`src/rtl/ppi_port_strobed.sv`:
```
// One 8-bit data port of an 8255-style PPI: mode 0 latched output / direct input,
// mode 1 strobed handshake (IBF / OBF_N / INTR). Define OVERRUN_DET_EN to add the 'ovr' flag output.
module ppi_port_strobed #(
    parameter int unsigned      WIDTH   = 8,
    parameter logic [WIDTH-1:0] OUT_RST = '0
) (
    input  logic             CLK,
    input  logic             RESET_N,
    input  logic             sel,
    input  logic             RD_N,
    input  logic             WR_N,
    input  logic [WIDTH-1:0] d_in,
    output logic [WIDTH-1:0] d_out,
    input  logic             mode_wr,
    input  logic             mode1,
    input  logic             dir_in,
    input  logic             inte_wr,
    input  logic             inte_val,
    input  logic [WIDTH-1:0] pa_in,
    output logic [WIDTH-1:0] pa_out,
    output logic             pa_oe,
    input  logic             STB_N,
    input  logic             ACK_N,
    output logic             IBF,
    output logic             OBF_N,
    output logic             INTR
`ifdef OVERRUN_DET_EN
    ,
    output logic             ovr
`endif
);

    logic             mode1_q;
    logic             dir_in_q;
    logic             inte_q;
    logic             pending_q;
    logic             ibf_q;
    logic             obf_n_q;
    logic             intr_q;
    logic [WIDTH-1:0] out_latch;
    logic [WIDTH-1:0] in_latch;
    logic [WIDTH-1:0] rd_src;

    // Previous-cycle copies of the strobe pins; an edge is pin != history.
    logic rd_q, wr_q, stb_q, ack_q;

    logic rd_fall, rd_rise, wr_rise;
    logic stb_fall, stb_rise, ack_fall, ack_rise;
    logic mode1_in, mode1_out;

    assign rd_fall   = sel & rd_q & ~RD_N;
    assign rd_rise   = sel & ~rd_q & RD_N;
    assign wr_rise   = sel & ~wr_q & WR_N;
    assign stb_fall  = stb_q & ~STB_N;
    assign stb_rise  = ~stb_q & STB_N;
    assign ack_fall  = ack_q & ~ACK_N;
    assign ack_rise  = ~ack_q & ACK_N;
    assign mode1_in  = mode1_q & dir_in_q;
    assign mode1_out = mode1_q & ~dir_in_q;

    // NOTE: every always_comb output gets a default first so no latch is inferred.
    always_comb begin
        rd_src = out_latch;
        if (dir_in_q)
            rd_src = mode1_q ? in_latch : pa_in;
    end

    // NOTE: sequential state uses non-blocking assignments so all registers update together.
    always_ff @(posedge CLK or negedge RESET_N) begin
        if (!RESET_N) begin
            rd_q  <= 1'b1;
            wr_q  <= 1'b1;
            stb_q <= 1'b1;
            ack_q <= 1'b1;
        end else begin
            rd_q  <= RD_N;
            wr_q  <= WR_N;
            stb_q <= STB_N;
            ack_q <= ACK_N;
        end
    end

    always_ff @(posedge CLK or negedge RESET_N) begin
        if (!RESET_N)
            d_out <= '0;
        else if (sel && !RD_N)
            d_out <= rd_src;
        else
            d_out <= '0;
    end

    always_ff @(posedge CLK or negedge RESET_N) begin
        if (!RESET_N) begin
            mode1_q   <= 1'b0;
            dir_in_q  <= 1'b1;
            inte_q    <= 1'b0;
            pending_q <= 1'b0;
            ibf_q     <= 1'b0;
            obf_n_q   <= 1'b1;
            intr_q    <= 1'b0;
            out_latch <= OUT_RST;
            in_latch  <= '0;
        end else if (mode_wr) begin
            // A mode write dominates everything else seen this cycle.
            mode1_q   <= mode1;
            dir_in_q  <= dir_in;
            inte_q    <= 1'b0;
            pending_q <= 1'b0;
            ibf_q     <= 1'b0;
            obf_n_q   <= 1'b1;
            intr_q    <= 1'b0;
            out_latch <= OUT_RST;
        end else begin
            if (wr_rise)
                out_latch <= d_in;
            if (inte_wr)
                inte_q <= inte_val;
            intr_q <= inte_q & pending_q;

            if (mode1_in) begin
                // A new strobe beats a same-cycle read completion (and overruns a full buffer).
                if (stb_fall) begin
                    in_latch <= pa_in;
                    ibf_q    <= 1'b1;
                end else if (rd_rise) begin
                    ibf_q <= 1'b0;
                end
                if (stb_rise)
                    pending_q <= 1'b1;
                else if (rd_fall)
                    pending_q <= 1'b0;
            end

            if (mode1_out) begin
                // Fresh CPU data beats a same-cycle acknowledge.
                if (wr_rise)
                    obf_n_q <= 1'b0;
                else if (ack_fall)
                    obf_n_q <= 1'b1;
                if (wr_rise)
                    pending_q <= 1'b0;
                else if (ack_rise && obf_n_q)
                    pending_q <= 1'b1;
            end
        end
    end

`ifdef OVERRUN_DET_EN
    always_ff @(posedge CLK or negedge RESET_N) begin
        if (!RESET_N)
            ovr <= 1'b0;
        else if (mode_wr)
            ovr <= 1'b0;
        else if (mode1_in && stb_fall && ibf_q)
            ovr <= 1'b1;
        else if (rd_rise)
            ovr <= 1'b0;
    end
`endif

    assign pa_out = out_latch;
    assign pa_oe  = ~dir_in_q;
    assign IBF    = ibf_q;
    assign OBF_N  = obf_n_q;
    assign INTR   = intr_q;

endmodule

```
`config.mk`:
```
export PLATFORM = sky130hd
export DESIGN_NAME = ppi_port_strobed
export DESIGN_NICKNAME = d
export VERILOG_FILES = /design/src/rtl/ppi_port_strobed.sv
export SDC_FILE = /design/constraint.sdc
export NUM_CORES = 1
export LEC_CHECK = 0
export CORE_AREA = 2 2 53 67
export DETAILED_ROUTE_END_ITERATION = 16
export DIE_AREA = 0 0 55 69
export GPL_ROUTABILITY_DRIVEN = 0
export GPL_TIMING_DRIVEN = 1
export PLACE_DENSITY = 0.9
export SLEW_MARGIN = 30
export SYNTH_ARGS = -nofsm -noshare
export SYNTH_HDL_FRONTEND = slang
export SYNTH_SLANG_ARGS = --single-unit
export TNS_END_PERCENT = 10
```
`constraint.sdc`:
```
create_clock -name CLK -period 3.8 [get_ports CLK]
set_input_delay 0.57 -clock CLK [delete_from_list [all_inputs] [get_ports CLK]]
set_output_delay 0.57 -clock CLK [all_outputs]
set_load 0.01 [all_outputs]
```
==> metrics.md, run 1 <==
| Metric | Value |
|---|---|
| # diodes | 0 |
| VDD IR max | 0.301 mV |
| Post-CTS Setup Bufs | 0 |
| Total GRT Usage | 0.206 |
| Grt total ovfl | 0 |
| Initial DRC count | 8 |
| First-pass GRT wire length | 5580 um |
| Pre-antenna DRT Iters | 4 |
| Crit path max fanout | 22 |
| Final Hold Fails | 0 |
| Io pins | 48 |
| Slew Limit Fails | 0 |
| Commonest cells after routing, fill and taps aside | 47 x clkdlybuf4s50_1, 29 x dfrtp_1, 17 x mux2i_1, 17 x nor2_1 |
| Residual DRC count | 0 |
| Pwr/cell area | 426 mW/mm^2 |
| Worst R2R Path Depth | 3 |
| Die W | 55 um |
| Number of synthesized flops with an enable pin | 0 |
| Primary FF master, synth | dfrtp_1 |
| CP Launch Type | flip-flop |
| Synthesis-stage register bit count | 35 |
| Final worst path period share | 0.594 |
| Hold path depth | 1 |
| DR vias | 1068 |
| Synthesized instance count | 115 |
| Layout cells sized above 1 | 0.146 |
| # setup viols final | 0 |
| Die Span Y | 69 um |
| Worst skew pair latency | 290 ps |
| Bufs on Longest Clock Path | 2 |
| Layout filler cell count | 244 |
| Post-DR vias/cell | 5.31 |
| Max-cap violation count | 0 |
| Setup TNS | 0 ps |
| Clock sinks | 35 |
| Port Buf Inserts | 47 |
| Crit path arrival time | 1690 ps |
| Syn_nets | 143 |
| P_leak | 0.941 nW |
| Synth warn | 0 |
| Largest net degree at the start of global routing | 36 |
| Remaining antenna violation count | 0 |
| Average size of a mapped cell | 12.7 sq um |
| Final Skew | 4.42 ps |
| Area Growth Syn to Fin | 40.8% |
| Wire per inst | 16.2 um |
| CTS Hold Bufs | 0 |
| Routed WL | 3270 um |
| Final core utilization | 0.648 |
| CP required | 3230 ps |
| Initial core utilization | 0.460 |
| Synthesized area | 0.00146 sq mm |
| Num rows | 23 |
| Worst setup path class | flip-flop to output port |
| Post-detail-place hpwl | 2300 um |
| CTS H-tree depth | 2 |
| Asr flop ratio synth | 1.00 |
| Yosys top cell area share | 0.498 |
| Die ar. | 0.00380 sq mm |
| Commonest non-fill, non-tap cell in the layout | clkdlybuf4s50_1 |
| Root Driver | clkbuf_8 |
| Nets | 191 |
| Kind of end point of the critical path | output port |
| Tmin final | 2260 ps |
| Area contributors post-synth | dfrtp_1 50%, mux2i_1 12%, dfstp_2 11% |
| Sequential fraction of the synthesis area | 0.606 |
| RSZ-0062 raised after global routing | no |
| Hold Crit Class | flip-flop to flip-flop |
| Post-CTS resize count | 0 |
| Initial antenna violation count | 0 |
| Clock transition at path regs | 70 ps |
| Outcome | completed |
| CTS tree | built |
| CTS Buf Count | 5 |
| Post-synthesis cell type count | 21 |
| Max Freq | 0.443 GHz |
| Pin slew with the least headroom to its limit | 634 ps |
| Max transition margin | 0.576 |
| Core ar. | 0.00317 sq mm |
| Synth area leader | dfrtp_1 |
| Number of global-route vias before repair | 1183 |
-- worst max-delay path, stage by stage, from the launching register on --
cell	delay [ps]
dfstp_2	770
inv_1	120
clkdlybuf4s50_1	500
-- through the flow --
stage / hold slack, ps / setup slack [ps] / power (W) / cells / instance area [sq um]
floorplan: 274 / 2080 / 0.000510 / 115 / 1460
global placement: 491 / 1310 / 0.000574 / 193 / 1950
detailed placement: 497 / 1220 / 0.000583 / 193 / 1950
CTS: 516 / 1530 / 0.000884 / 201 / 2050
global route: 543 / 1430 / 0.000917 / 201 / 2050
finish: 514 / 1540 / 0.000874 / 201 / 2050
-- cells by family after synthesis --
family	Yosys count	synth area share
DFF	35	0.606
AOI/OAI and AO/OA	15	0.0721
buffers and inverters	10	0.0283
and+or+nand+nor	29	0.107
muxes	26	0.186
-- flip-flops by register name, indices dropped and copies added (netlist names) --
name,flops
IBF,1
INTR,1
OBF_N,1
ack_q,1
d_out,8
dir_in_q,1
in_latch,8
inte_q,1
mode1_q,1
pa_out,8
pending_q,1
rd_q,1
stb_q,1
wr_q,1
-- synth_stat cells, drive strengths merged (2+ instances only) --
| master | n |
|---|---|
| nand2b | 2 |
| o21ai | 4 |
| dfstp | 6 |
| buf | 3 |
| nor2 | 17 |
| mux2 | 9 |
| mux2i | 17 |
| dfrtp | 29 |
| inv | 3 |
| clkbuf | 4 |
| nand2 | 3 |
| a211oi | 9 |
-- layout make-up --
cell class	count	area, sq um	area share
Tap cell	37	46.3	0.0226
Timing Repair Buffer	48	478	0.233
Multi-Input combinational cell	70	533	0.260
Sequential cell	35	883	0.430
Clock buffer	8	100	0.0488
Inverter	3	11.3	0.00549
-- per-layer routing --
layer  up-vias  GRT usage  routed length (um)
met3         4     0.0736                 231
met1       527      0.274                1350
met5         -          0                   0
met4         0     0.0813                  48
li1        497          -                   -
met2        40      0.302                1640
-- final timing paths --
| check | startpoint | endpoint | slack (ps) |
|---|---|---|---|
| min reg2reg | in_latch[1] | in_latch[1] | 510 |
| max in group asynchronous | RESET_N | wr_q | 2790 |
| min in group asynchronous | RESET_N | d_out[3] | 680 |
| max reg2reg | dir_in_q | in_latch[0] | 1760 |
| min | in_latch[1] | in_latch[1] | 510 |
| max | dir_in_q | pa_oe | 1540 |
-- where the power goes --
part           switching, W  internal, W  leakage (nW)
Clock              0.000132     0.000165        0.0515
Combinational     0.0000509    0.0000808         0.441
Sequential        0.0000315     0.000413         0.448
Note: power is estimated with default switching activity, not from simulation.
==> run 2, diff against run 1 <==
--- a/config.mk
+++ b/config.mk
@@ -5,12 +5,12 @@
 export SDC_FILE = /design/constraint.sdc
 export NUM_CORES = 1
 export LEC_CHECK = 0
-export CORE_AREA = 2 2 53 67
+export CORE_AREA = 2 2 54 69
 export DETAILED_ROUTE_END_ITERATION = 16
-export DIE_AREA = 0 0 55 69
+export DIE_AREA = 0 0 56 71
 export GPL_ROUTABILITY_DRIVEN = 0
 export GPL_TIMING_DRIVEN = 1
-export PLACE_DENSITY = 0.9
+export PLACE_DENSITY = 0.87
 export SLEW_MARGIN = 30
 export SYNTH_ARGS = -nofsm -noshare
 export SYNTH_HDL_FRONTEND = slang
==> constraint.sdc (replaced) <==
create_clock -name CLK -period 2.3 [get_ports CLK]
set_input_delay 0.345 -clock CLK [delete_from_list [all_inputs] [get_ports CLK]]
set_output_delay 0.345 -clock CLK [all_outputs]
set_load 0.01 [all_outputs]
==> run 2 against run 1 <==
Against the previous run: power increased by 65%; design area up 1.6%; clock skew barely moved; largest power group unchanged; count of clock-buffer cells in the layout stayed put; routed wire length down 3.2%.
==> metrics.md, run 2 (synthesis results as in run 1) <==
| Metric | Value |
|---|---|
| Largest net degree at the start of global routing | 36 (unchanged) |
| WHS | 465 ps (-48.5 ps) |
| Wire per inst | 15.3 um (-6.0%) |
| CTS H-tree depth | 2 (unchanged) |
| Commonest non-fill, non-tap cell in the layout | clkdlybuf4s50_1 |
| Max-cap violation count | 0 (unchanged) |
| CTS Buf Count | 5 (unchanged) |
| Residual DRC count | 0 (unchanged) |
| Clock transition at path regs | 70 ps (about the same) |
| Post-CTS Setup Bufs | 0 (unchanged) |
| Pwr/cell area | 690 mW/mm^2 (+62%) |
| RSZ-0062 raised after global routing | no |
| Commonest cells after routing, fill and taps aside | 47 x clkdlybuf4s50_1, 29 x dfrtp_1, 17 x mux2i_1, 17 x nor2_1 |
| First-pass GRT wire length | 5290 um (-5.2%) |
| Routed WL | 3160 um (-3.2%) |
| DR vias | 1063 (-0.47%) |
| Post-DR vias/cell | 5.14 (-3.4%) |
| Slew Limit Fails | 0 (unchanged) |
| Final Hold Fails | 0 (unchanged) |
| Max Freq | 0.504 GHz |
| Post-detail-place hpwl | 2280 um (-0.89%) |
| Root Driver | clkbuf_8 |
| Kind of end point of the critical path | output port |
| Worst setup path class | flip-flop to output port |
| Bufs on Longest Clock Path | 2 (unchanged) |
| CP Launch Type | flip-flop |
| CTS tree | built |
| Number of global-route vias before repair | 1164 (-1.6%) |
| Initial core utilization | 0.433 (-0.0271) |
| VDD IR max | 0.419 mV (+39%) |
| Post-CTS resize count | 0 (unchanged) |
| Nets | 195 (+2.1%) |
| Port Buf Inserts | 47 (unchanged) |
| Worst R2R Path Depth | 3 (unchanged) |
| Num rows | 24 (+4.3%) |
| Worst skew pair latency | 280 ps (about the same) |
| Tmin final | 1980 ps |
| Layout cells sized above 1 | 0.167 (+0.0203) |
| Io pins | 48 (unchanged) |
| Die ar. | 0.00398 sq mm (+4.8%) |
| Setup TNS | 0 ps (unchanged) |
| Core ar. | 0.00336 sq mm (+6.2%) |
| Initial antenna violation count | 0 (unchanged) |
| Remaining antenna violation count | 0 (unchanged) |
| Outcome | completed |
| # diodes | 0 (unchanged) |
| CTS Hold Bufs | 0 (unchanged) |
| P_leak | 0.959 nW (+2.0%) |
| Grt total ovfl | 0 (unchanged) |
| Crit path max fanout | 21 (-4.5%) |
| Flop2flop setup slack | 610 ps (-1150 ps) |
| Layout filler cell count | 283 (+16%) |
| Initial DRC count | 18 (+10) |
| Final Skew | 4.23 ps (-0.194 ps) |
| Total GRT Usage | 0.177 (-0.0283) |
| Area Growth Syn to Fin | 43.0% |
| Die Span Y | 71 um (+2.9%) |
| Crit path arrival time | 1640 ps (-50 ps) |
| Final worst path period share | 0.862 |
| # setup viols final | 0 (unchanged) |
| Die W | 56 um (+1.8%) |
| Hold Crit Class | primary input to async pin |
| Max transition margin | 0.604 (+0.0276) |
| CP required | 1960 ps (-1270 ps) |
| Clock sinks | 35 (unchanged) |
| Pre-antenna DRT Iters | 4 (unchanged) |
| Pin slew with the least headroom to its limit | 592 ps (-42.0 ps) |
-- run 2: cell types whose count changed in the layout (fill, tap and decap cells not counted), sizes merged --
cell / before / now
buf: 1 / 5
-- run 2: area by class of cell --
class | count | area [sq um] | share of cell area
Inverter | 3 | 11.3 | 0.00540
Tap cell | 39 | 48.8 | 0.0234
Clock buffer | 8 | 100 | 0.0480
Multi-Input combinational cell | 70 | 533 | 0.256
Timing Repair Buffer | 52 | 508 | 0.244
Sequential cell | 35 | 883 | 0.424
-- run 2: path summary, 6_finish.rpt --
kind,start,to
setup / recovery,dir_in_q,pa_oe
hold / removal,RESET_N,in_latch[6]
setup reg to reg,dir_in_q,in_latch[6]
hold reg to reg,in_latch[7],in_latch[7]
max in group asynchronous,RESET_N,ack_q
min in group CLK,WR_N,wr_q
-- run 2: routing by layer --
layer | global-route usage | vias up | wire (um)
met1 | 0.191 | 505 | 1320
met2 | 0.306 | 43 | 1560
met3 | 0.0585 | 7 | 208
li1 | - | 508 | -
met4 | 0.0952 | 0 | 74
met5 | 0 | - | 0
-- run 2: per-stage QoR --
step                total power, W  cells  instance area, sq um   util  setup WS (ps)
floorplan                 0.000843    115                  1460      -            763
global placement          0.000956    199                  1980  0.590            390
detailed placement        0.000967    199                  1980  0.590            329
CTS                        0.00145    207                  2080  0.620            311
global route               0.00150    207                  2080  0.620            283
finish                     0.00144    207                  2080  0.620            316
-- run 2: power breakdown --
group | total [W] | internal (W) | switching [W]
Clock | 0.000482 | 0.000273 | 0.000208
Sequential | 0.000715 | 0.000683 | 0.0000325
Combinational | 0.000241 | 0.000139 | 0.000102
Total | 0.00144 | 0.00110 | 0.000343
-- run 2: worst max-delay path: stages, from the launching register on --
cell             delay, ps
dfstp_2                530
buf_4                  240
inv_1                  100
clkdlybuf4s50_1        490
